--- config.mk ---
export PLATFORM = sky130hd
export DESIGN_NAME = quad_decoder
export DESIGN_NICKNAME = d
export VERILOG_FILES = /design/src/rtl/quad_decoder.sv
export SDC_FILE = /design/constraint.sdc
export NUM_CORES = 1
export LEC_CHECK = 0
export ABC_AREA = 1
export BUFFER_PORTS_ARGS = -buffer_cell sky130_fd_sc_hd__buf_2
export CAP_MARGIN = 5
export CORE_UTILIZATION = 40
export DETAILED_ROUTE_END_ITERATION = 10
export GPL_TIMING_DRIVEN = 0
export PLACE_DENSITY = 0.61
export RECOVER_POWER = 25
export SYNTH_ARGS = -nofsm -noshare
export SYNTH_HDL_FRONTEND = slang
export SYNTH_SLANG_ARGS = --single-unit
export TNS_END_PERCENT = 50
--- constraint.sdc ---
create_clock -name clk -period 3.5 [get_ports clk]
set_input_delay 0.175 -clock clk [delete_from_list [all_inputs] [get_ports clk]]
set_output_delay 0.175 -clock clk [all_outputs]
set_load 0.02 [all_outputs]
--- src/rtl/quad_decoder.sv ---
// Quadrature encoder receiver: synchronizes and debounces A/B, decodes steps into
// a signed position, reports direction with stall timeout, and measures steps per window.
module quad_decoder #(
    parameter int CNT_W     = 16,
    parameter int FILT_LEN  = 3,
    parameter int STALL_CYC = 1000000,
    parameter int WIN_CYC   = 100000,
    parameter int SPD_W     = 12
) (
    input  logic             clk,
    input  logic             rst,
    input  logic             enc_a,
    input  logic             enc_b,
    input  logic             clr,
    output logic [CNT_W-1:0] cnt_out,
    output logic [1:0]       dir_mode,
    output logic             step_valid,
    output logic [SPD_W-1:0] speed_out,
    output logic             err
);

    localparam int STALL_W = (STALL_CYC > 1) ? $clog2(STALL_CYC) : 1;
    localparam int WIN_W   = (WIN_CYC > 1) ? $clog2(WIN_CYC) : 1;
    localparam logic [STALL_W-1:0] STALL_LAST = STALL_W'(STALL_CYC - 1);
    localparam logic [WIN_W-1:0]   WIN_LAST   = WIN_W'(WIN_CYC - 1);

    logic [1:0]            sync1_reg, sync2_reg;
    logic [2*FILT_LEN-1:0] hist_reg;
    logic [FILT_LEN-1:0]   match_vec;
    logic                  accept;
    logic [1:0]            s_reg, s_old_reg;
    logic                  s_upd_reg;
    logic                  fwd_step, rev_step, dbl_step, step_now;
    logic [CNT_W-1:0]      cnt_reg;
    logic [1:0]            dir_reg;
    logic                  step_reg, err_reg;
    logic [STALL_W-1:0]    stall_reg;
    logic [WIN_W-1:0]      win_reg;
    logic [SPD_W-1:0]      acc_reg, speed_reg, acc_sat;
    logic [SPD_W:0]        acc_sum;

    always_ff @(posedge clk or posedge rst) begin
        if (rst) begin
            sync1_reg <= '0;
            sync2_reg <= '0;
            hist_reg  <= '0;
        end else begin
            sync1_reg <= {enc_a, enc_b};
            sync2_reg <= sync1_reg;
            hist_reg  <= {hist_reg[2*FILT_LEN-3:0], sync2_reg};
        end
    end

    // Newest sample sits in hist_reg[1:0]; every slot must agree with it.
    generate
        for (genvar gi = 0; gi < FILT_LEN; gi++) begin : g_match
            assign match_vec[gi] = (hist_reg[2*gi +: 2] == hist_reg[1:0]);
        end
    endgenerate

    assign accept = (&match_vec) && (hist_reg[1:0] != s_reg);

    always_ff @(posedge clk or posedge rst) begin
        if (rst) begin
            s_reg     <= '0;
            s_old_reg <= '0;
            s_upd_reg <= 1'b0;
        end else begin
            s_upd_reg <= accept;
            if (accept) begin
                s_old_reg <= s_reg;
                s_reg     <= hist_reg[1:0];
            end
        end
    end

    always_comb begin
        fwd_step = 1'b0;
        rev_step = 1'b0;
        dbl_step = 1'b0;
        if (s_upd_reg) begin
            case ({s_old_reg, s_reg})
                4'b00_10, 4'b10_11, 4'b11_01, 4'b01_00: fwd_step = 1'b1;
                4'b00_01, 4'b01_11, 4'b11_10, 4'b10_00: rev_step = 1'b1;
                4'b00_11, 4'b11_00, 4'b10_01, 4'b01_10: dbl_step = 1'b1;
                default: ;
            endcase
        end
    end

    assign step_now = fwd_step | rev_step;

    // clr only touches position and error; step pulse and direction still follow the step.
    always_ff @(posedge clk or posedge rst) begin
        if (rst) begin
            cnt_reg  <= '0;
            err_reg  <= 1'b0;
            step_reg <= 1'b0;
        end else begin
            step_reg <= step_now;
            if (clr) begin
                cnt_reg <= '0;
                err_reg <= 1'b0;
            end else begin
                if (fwd_step)
                    cnt_reg <= cnt_reg + CNT_W'(1);
                else if (rev_step)
                    cnt_reg <= cnt_reg - CNT_W'(1);
                if (dbl_step)
                    err_reg <= 1'b1;
            end
        end
    end

    always_ff @(posedge clk or posedge rst) begin
        if (rst) begin
            stall_reg <= '0;
            dir_reg   <= 2'b00;
        end else if (step_now) begin
            stall_reg <= '0;
            dir_reg   <= fwd_step ? 2'b10 : 2'b01;
        end else if (stall_reg == STALL_LAST) begin
            dir_reg <= 2'b00;
        end else begin
            stall_reg <= stall_reg + STALL_W'(1);
        end
    end

    assign acc_sum = {1'b0, acc_reg} + {{SPD_W{1'b0}}, step_now};
    assign acc_sat = acc_sum[SPD_W] ? {SPD_W{1'b1}} : acc_sum[SPD_W-1:0];

    always_ff @(posedge clk or posedge rst) begin
        if (rst) begin
            win_reg   <= '0;
            acc_reg   <= '0;
            speed_reg <= '0;
        end else if (win_reg == WIN_LAST) begin
            win_reg   <= '0;
            acc_reg   <= '0;
            speed_reg <= acc_sat;
        end else begin
            win_reg <= win_reg + WIN_W'(1);
            acc_reg <= acc_sat;
        end
    end

    assign cnt_out    = cnt_reg;
    assign dir_mode   = dir_reg;
    assign step_valid = step_reg;
    assign speed_out  = speed_reg;
    assign err        = err_reg;

endmodule

==> metrics.txt, run 1 <==
status=finished with violations; failing checks=max-capacitance violations, max-slew violations; Vias/cell=4.78; dominant cell type by area after synthesis=dfrtp_1; Top cell by count, worst path=nand2_1; TritonCTS clock tree=done; Largest stage delay, worst path=430 ps; Max-Cap Viols=1; cell count after synthesis=719; Setup violations, final=0; layout cell share with drive strength beyond 1=12.9%; WS Path Type=register to register; die area=14300 µm²; syn_nets=745; Crit path arrival time=3170 ps; # rows=42; library cells used by synthesis=38; crit start category=register; Worst-path clk slew=70 ps; Slew headroom=-32.4%; Synth Cell Area=5530 µm²; CTS H-tree lvls=3; initial antenna violation count=0; cell chosen for the clock root=clkbuf_16; post-synth top area share=43.5%; most common cell in the netlist=nand2_1; Slowest-stage cell, CP=dfrtp_1; WL/cell=11.6 µm; Post-synth ARST share=100%; crit-path cells=inv_2 -> nand2_2 -> nand2_2 -> nand3_4 -> nand2_8 -> buf_6 -> ha_1 -> ha_1 -> nand2_1 -> nor2_1 -> nand3_1 -> buf_2 -> nand3_1 -> nand2_1 -> nand2_1; worst vdd ir=0.261 mV; via count=4545; crit-path max FO=20; first drt pass iteration count=6; final period utilization=82.6%; Skew-Pair Late Insertion Delay=350 ps; Slew @ Worst Pin=1980 ps; GRT Overall Usage=16.6%; CP Capture Type=register; final hold slack=85.9 ps; first-pass GRT wire length=19300 µm; Congestion Overflow GR=0; DR DRC count=0; Layout Nets=796; clock sink total=96; GPL Wtd Cong=0.900; io pins=37; top cells by count, synth=nand2_1 (220), inv_1 (116), dfrtp_1 (96); max FFs per register=20; top_reg_cell synth=dfrtp_1; final hold violations=0; DIE HEIGHT=120 µm; number of synthesized register bits=96; register area share after synthesis=43.5%; antenna-violating nets left=0; final wirelength=11100 µm; Core Box Area=13300 µm²; Syn. warnings=0; post-layout min period=2890 ps; RSZ-0062 raised after global routing=no; Critical Path RT=3790 ps; # diodes=0; Final Non-Filler Cells=951; die width=120 µm; Area Growth Syn to Fin=14.2%; path type of the worst min-delay path=input pin to register; Synth area leaders=dfrtp_1 (43%), nand2_1 (15%), inv_1 (7.9%); syn avg cell area=7.69 µm²; Post-synth EDFFs=0; Starting Density=41.4%; fillers=1357; I/O Buffers=36; clk_skew=10.3 ps; PwrDens=558 nW/µm²; pin count of the biggest net entering global routing=54; Detailed Place HPWL=8200 µm; maximum root-to-sink buffer count=2; placed cell count=932; TritonCTS Buffers=9; iteration-0 DRC count of the detailed router=176; vias in the first global route=4208; Leakage=3.43 nW; Slew Limit Fails=44; Fmax=0.346 GHz
[logic make-up after synthesis]
logic type,count (synthesis),share of synthesized area [%]
AO/OA/AOI/OAI,58,6.04
buffers and inverters,129,9.39
flip-flops,96,43.5
adder cells (fa/ha/maj),21,4.89
AND/OR/NAND/NOR,389,32.1
XOR/XNOR,26,4.12
[worst max-delay path, delay by kind of cell (launching register included)]
kind,cells,cell delay [ps]
adder cells (fa/ha/maj),2,350
buffers and inverters,3,530
flip-flops,1,430
AND/OR/NAND/NOR,10,1510
[repair_timing]
| action | CTS | global route |
|---|---|---|
| resized for setup | 0 | 0 |
| setup buffers | 0 | 0 |
| endpoints found under the setup margin | 0 | 0 |
| hold endpoints to repair | 45 | 0 |
| hold buffers | 3 | 0 |
[metal layers]
| layer | global-route usage [%] | vias to the layer above | wire [µm] |
|---|---|---|---|
| met5 | 0 | - | 0 |
| met4 | 6.09 | 0 | 159 |
| met3 | 2.76 | 12 | 350 |
| met2 | 26.3 | 58 | 4930 |
| met1 | 22.9 | 2110 | 5620 |
| li1 | - | 2365 | - |
[placed cells by master (no fill, tap or decap), drive strengths merged, types with 19 or more instances in the layout]
cell and n:
buf 43, ha 20, dfrtp 96, o21ai 25, a21oi 25, nand4 19, inv 123, nor2 63
nand2 232, nand3 51
[through the flow]
stage / cell area [µm²] / util (%) / total power (W) / worst slack, ps / setup TNS (ps)
2_1_floorplan: 5530 / - / 0.00222 / 820 / 0
3_3_place_gp: 5930 / 44.4 / 0.00242 / -375 / -35400
3_5_place_dp: 5960 / 44.6 / 0.00245 / 605 / 0
4_1_cts: 6320 / 47.3 / 0.00356 / 590 / 0
5_1_grt: 6310 / 47.3 / 0.00376 / 372 / 0
6_report: 6310 / 47.3 / 0.00352 / 610 / 0
[worst paths after layout]
kind	from	endpoint	slack [ps]	depth (start not counted)
worst max register to register	s_reg[0]$_DFFE_PP0P_	speed_out[8]$_DFFE_PP0N_	610	15
worst min register to register	sync1_reg[1]$_DFF_PP0_	sync2_reg[1]$_DFF_PP0_	350	0
worst max-delay path	s_reg[0]$_DFFE_PP0P_	speed_out[8]$_DFFE_PP0N_	610	15
worst min-delay path	clr	err$_DFFE_PP0P_	90	2
max in group asynchronous	rst	cnt_out[12]$_DFFE_PP0P_	1660	4
min in group asynchronous	rst	win_reg[12]$_DFF_PP0_	880	3
[cell type report]
type / instances / area (µm²) / share of cell area [%]
buffer: 7 / 56.3 / 0.892
clock buffer: 11 / 243 / 3.84
clock inverter: 5 / 86.3 / 1.37
inverter: 122 / 464 / 7.35
multi-input combinational: 494 / 2610 / 41.3
sequential: 96 / 2400 / 38.0
tap: 176 / 220 / 3.49
timing repair buffer: 40 / 236 / 3.74
[power breakdown]
group / total [W] / internal (W) / switching (W)
sequential: 0.00135 / 0.00123 / 0.000118
clock: 0.00109 / 0.000653 / 0.000439
combinational: 0.00108 / 0.000405 / 0.000679
total: 0.00352 / 0.00229 / 0.00124
Power figures use the tool's default switching activity.
==> inputs of run 2 (changes only) <==
Clock period 3.5 ns to 2.8 ns, I/O delays scaled along.
==> metrics.txt, run 2 (synthesis results as in run 1) <==
status=finished with violations; failing checks=max-capacitance violations, max-slew violations; Max-Cap Viols=1 (unchanged); first-pass GRT wire length=19500 µm (+1.3%); Slew Limit Fails=44 (unchanged); antenna-violating nets left=0 (unchanged); I/O Buffers=36 (unchanged); WS Path Type=register to register; GRT Overall Usage=16.9% (+0.28 points); clk_skew=10.4 ps (+0.0331 ps); WL/cell=11.8 µm (+1.1%); # diodes=0 (unchanged); TritonCTS clock tree=done; crit-path max FO=11 (-45%); DIE HEIGHT=120 µm (unchanged); fillers=1354 (-0.22%); CTS H-tree lvls=3 (unchanged); io pins=37 (unchanged); Detailed Place HPWL=8200 µm (unchanged); final hold violations=0 (unchanged); Skew-Pair Late Insertion Delay=350 ps (about the same); clock sink total=96 (unchanged); GPL Wtd Cong=0.900 (unchanged); path type of the worst min-delay path=input pin to register; Slew @ Worst Pin=1700 ps (-274 ps); RSZ-0062 raised after global routing=no; Fin Setup TNS=0 ps (unchanged); die area=14300 µm² (unchanged); most frequent cells in the layout=nand2_1 (220), inv_1 (116), dfrtp_1 (96); final period utilization=92.0% (+9.4 points); Slew headroom=-13.5% (+19 points); crit start category=register; final wirelength=11200 µm (+1.4%); die width=120 µm (unchanged); post-layout min period=2580 ps (-314 ps); DR DRC count=0 (unchanged); Setup violations, final=0 (unchanged); Layout Nets=799 (+0.38%); Critical Path RT=3090 ps (-700 ps); iteration-0 DRC count of the detailed router=198 (+13%); Util after Layout=47.6% (+0.27 points); via count=4570 (+0.55%); worst vdd ir=0.327 mV (+25%); CP Capture Type=register; Vias/cell=4.79 (+0.23%); # rows=42 (unchanged); pin count of the biggest net entering global routing=54 (unchanged); initial antenna violation count=0 (unchanged); Core Box Area=13300 µm² (unchanged); Congestion Overflow GR=0 (unchanged); Area Growth Syn to Fin=14.9%; area of the multi-input gates=2630 µm² (+0.86%); layout cell share with drive strength beyond 1=13.4% (+0.46 points); first drt pass iteration count=6 (unchanged); FF/Latch Area=2400 µm² (unchanged); Leakage=3.45 nW (+0.41%); TritonCTS Buffers=9 (unchanged); most common cell after layout, fill and taps aside=nand2_1; Pwr Total=0.00442 W (+26%); Crit path arrival time=2860 ps (-310 ps); vias in the first global route=4216 (+0.19%); Starting Density=41.4% (unchanged); Fmax=0.388 GHz (+12%); cell chosen for the clock root=clkbuf_16; max FFs per register=20 (unchanged); PwrDens=696 nW/µm² (+25%); Worst-path clk slew=70 ps (about the same); maximum root-to-sink buffer count=2 (unchanged)
run 2: repair_timing:
item / in CTS / in global routing
resized for setup: 1 / 3
endpoints found under the hold margin: 45 / 0
pin swaps: 1 / 1
setup buffers: 0 / 2
gates cloned: 1 / 0
hold buffers: 3 / 0
endpoints found under the setup margin: 14 / 18
run 2: stage by stage:
step	std cells	instance area, µm²	hold WS (ps)	worst slack (ps)
after global placement	931	5930	248	-1040
after detailed placement	932	5960	247	-95.4
after CTS	952	6330	47.7	45.5
after floorplan	719	5530	171	155
after global routing	954	6350	42.7	47.1
final	954	6350	52.9	225
run 2: path summary, 6_finish.rpt:
check / cells after the start / endpoint / slack (ps) / start
hold / removal: 2 / err$_DFFE_PP0P_ / 50 / clr
min in group asynchronous: 3 / win_reg[12]$_DFF_PP0_ / 870 / rst
max in group asynchronous: 3 / cnt_out[8]$_DFFE_PP0P_ / 940 / rst
hold reg to reg: 0 / sync2_reg[1]$_DFF_PP0_ / 350 / sync1_reg[1]$_DFF_PP0_
setup / recovery: 15 / speed_out[8]$_DFFE_PP0N_ / 220 / s_reg[1]$_DFFE_PP0P_
setup reg to reg: 15 / speed_out[8]$_DFFE_PP0N_ / 220 / s_reg[1]$_DFFE_PP0P_
run 2: where the power goes:
group / internal (W) / switching [W]
Clock: 0.000816 / 0.000548
Combinational: 0.000509 / 0.000865
Sequential: 0.00154 / 0.000148
run 2: area by class of cell:
| class | instances | share of cell area [%] |
|---|---|---|
| inverters | 122 | 7.29 |
| flip-flops and latches | 96 | 37.8 |
| well taps | 176 | 3.47 |
| clock buffers | 11 | 3.82 |
| clock inverters | 5 | 1.36 |
| repair buffers | 42 | 3.96 |
| plain buffers | 7 | 0.887 |
| multi-input cells | 495 | 41.4 |
run 2: layer usage:
metal	share of wire (%)	track usage (%)	wire length, µm
met1	50	23.6	5650
met2	44	26.6	4980
met3	3.7	2.76	418
met4	1.5	6.09	173
met5	0	0	0
run 2: worst max-delay path, cell delays in order, from the launching register on:
cell	delay, ps
dfrtp_1	430
inv_2	80
nand2_2	60
nand2_2	100
nand3b_4	230
nand2_8	160
buf_6	160
ha_1	180
ha_1	170
nand2_1	130
nor2_4	150
nand2_1	120
or2_2	300
nand3_1	100
nand2_1	70
nand2_1	60
==> inputs of run 3 (changes only) <==
Settings changed: CORE_ASPECT_RATIO set to 2, SETUP_SLACK_MARGIN set to 0.02.
==> metrics.txt, run 3 (synthesis results as in run 1) <==
status=completed; Slew @ Worst Pin=1240 ps (-464 ps); layout cell share with drive strength beyond 1=11.1% (-2.3 points); Leakage=3.36 nW (-2.5%); Skew-Pair Late Insertion Delay=350 ps (about the same); GRT Overall Usage=19.2% (+2.3 points); initial antenna violation count=0 (unchanged); crit-path leading delay family=simple AND/OR/NAND/NOR gates; TritonCTS Buffers=9 (unchanged); final hold violations=0 (unchanged); Setup violations, final=0 (unchanged); clock sink total=96 (unchanged); combinational power share=31.5% (+0.4 points); Crit path arrival time=2810 ps (-50 ps); Starting Density=41.1% (-0.28 points); WL/cell=13.5 µm (+15%); Reg power frac=38.1% (about the same); post-layout min period=2530 ps (-46.7 ps); Slowest-stage cell, CP=dfrtp_1; internal power=0.00285 W (-0.42%); die area=14300 µm² (+0.20%); pin count of the biggest net entering global routing=71 (+31%); PwrDens=705 nW/µm² (+1.3%); maximum root-to-sink buffer count=2 (unchanged); Final Non-Filler Cells=931 (-2.4%); fillers=1331 (-1.7%); Largest stage delay, worst path=430 ps (about the same); most common cell after layout, fill and taps aside=nand2_1; routed wire length on met3=340 µm (-19%); fin worst setup slack=271 ps (+46.7 ps); Vias/cell=5.03 (+4.9%); max FFs per register=20 (unchanged); worst vdd ir=0.321 mV (-1.9%); Fin Setup TNS=0 ps (unchanged); final period utilization=90.3% (-1.7 points); die width=85.1 µm (-29%); sw frac=35.8% (+0.48 points); path type of the worst min-delay path=input pin to register; crit-path max FO=11 (unchanged); cell chosen for the clock root=clkbuf_16; clock share of power=30.3% (-0.5 points); CP Buf/Inv Count=2 (unchanged); Highest Signal Layer=met4; Congestion Overflow GR=0 (unchanged); crit-path cells=inv_2 -> nand2_2 -> nand2_2 -> nand3b_4 -> nand2_8 -> buf_6 -> ha_1 -> ha_1 -> nand2_1 -> nor2_4 -> nand2_1 -> or2_2 -> nand3_1 -> nand2_1 -> nand2_1; DR DRC count=0 (unchanged); Area Growth Syn to Fin=13.8%; # diodes=0 (unchanged); Slew Limit Fails=0 (-100%); met2 wire len=7310 µm (+47%); Slew headroom=17.0% (+31 points); RSZ-0062 raised after global routing=no; WS Path Type=register to register; crit start category=register; antenna-violating nets left=0 (unchanged); clk_skew=7.93 ps (-2.42 ps); FF/Latch Area=2400 µm² (unchanged); # rows=60 (+43%); via count=4680 (+2.4%); final hold slack=39.2 ps (-13.7 ps); Max-Cap Viols=0 (-1); Worst-path clk slew=70 ps (about the same); Critical Path RT=3080 ps (about the same); TritonCTS clock tree=done; iteration-0 DRC count of the detailed router=201 (+1.5%); Layout Nets=798 (-0.13%); DIE HEIGHT=168 µm (+41%); Fmax=0.395 GHz (+1.8%); CP Capture Type=register; switching power=0.00159 W (+1.7%); Detailed Place HPWL=9520 µm (+16%); io pins=37 (unchanged); Core Box Area=13400 µm² (+0.68%); first-pass GRT wire length=21700 µm (+11%); I/O Buffers=36 (unchanged); first drt pass iteration count=5 (-1); Top cell by count, worst path=nand2_1; GPL Wtd Cong=0.893 (-0.81%); vias in the first global route=4806 (+14%); CTS H-tree lvls=3 (unchanged); area of the multi-input gates=2630 µm² (unchanged); Pwr Total=0.00444 W (+0.32%); dpl ws=-123 ps (-27.4 ps); most frequent cells in the layout=nand2_1 (220), inv_1 (115), dfrtp_1 (96); final wirelength=12500 µm (+12%); placed cell count=911 (-2.3%); WL met1=4520 µm (-20%)
run 3: cell types whose count changed in the layout (fill, tap and decap cells not counted):
cell and change:
inv_6 -1, o21ai_0 +1, buf_4 -1, o21ai_1 -1, clkbuf_1 +17, inv_1 -1
clkinvlp_2 +1, buf_2 -17
run 3: path summary, 6_finish.rpt:
| path | from | end | slack [ps] | depth (start not counted) |
|---|---|---|---|---|
| max | s_reg[1]$_DFFE_PP0P_ | speed_out[8]$_DFFE_PP0N_ | 270 | 15 |
| min | clr | err$_DFFE_PP0P_ | 40 | 2 |
| max reg2reg | s_reg[1]$_DFFE_PP0P_ | speed_out[8]$_DFFE_PP0N_ | 270 | 15 |
| min reg2reg | sync2_reg[0]$_DFF_PP0_ | hist_reg[0]$_DFF_PP0_ | 350 | 0 |
| max in group asynchronous | rst | win_reg[12]$_DFF_PP0_ | 1340 | 4 |
| min in group asynchronous | rst | acc_reg[0]$_DFF_PP0_ | 600 | 3 |
run 3: timing repair:
| item | 4_1_cts | 5_1_grt |
|---|---|---|
| pin swaps | 1 | 0 |
| endpoints found under the hold margin | 28 | 0 |
| buffers inserted | 0 | 1 |
| setup endpoints to repair | 16 | 18 |
| cloned | 1 | 0 |
| gates resized for setup | 2 | 1 |
| hold buffers | 3 | 0 |
run 3: worst register-to-register path: cells and delay by family, from the launching register on:
family                     cells  cell delay [ps]
and+or+nand+nor               11             1470
DFF                            1              430
adders and majority gates      2              330
buffers and inverters          2              250
run 3: routing by layer:
layer  vias to the layer above  GRT usage, %
met5                         -             0
met4                         0          8.84
met3                        30          3.28
met2                        93          38.2
met1                      2206          18.5
li1                       2351             -
run 3: power by group through the flow:
stage               logic, W  clock network (W)  registers, W
finish               0.00140            0.00135       0.00169
detailed placement   0.00138                  0       0.00171
global placement     0.00134                  0       0.00171
floorplan            0.00104                  0       0.00174
global route         0.00159            0.00143       0.00172
CTS                  0.00142            0.00138       0.00169
run 3: through the flow:
stage	instance area (µm²)	utilization (%)
detailed placement	5930	44.1
floorplan	5530	-
CTS	6300	46.9
global placement	5900	43.9
finish	6290	46.8
global route	6290	46.8
run 3: area by class of cell:
class,instances,area share [%]
multi-input combinational,495,41.8
clock buffer,11,3.86
timing repair buffer,41,3.54
inverter,122,7.38
buffer,7,0.895
tap,155,3.08
clock inverter,4,1.23
sequential,96,38.2
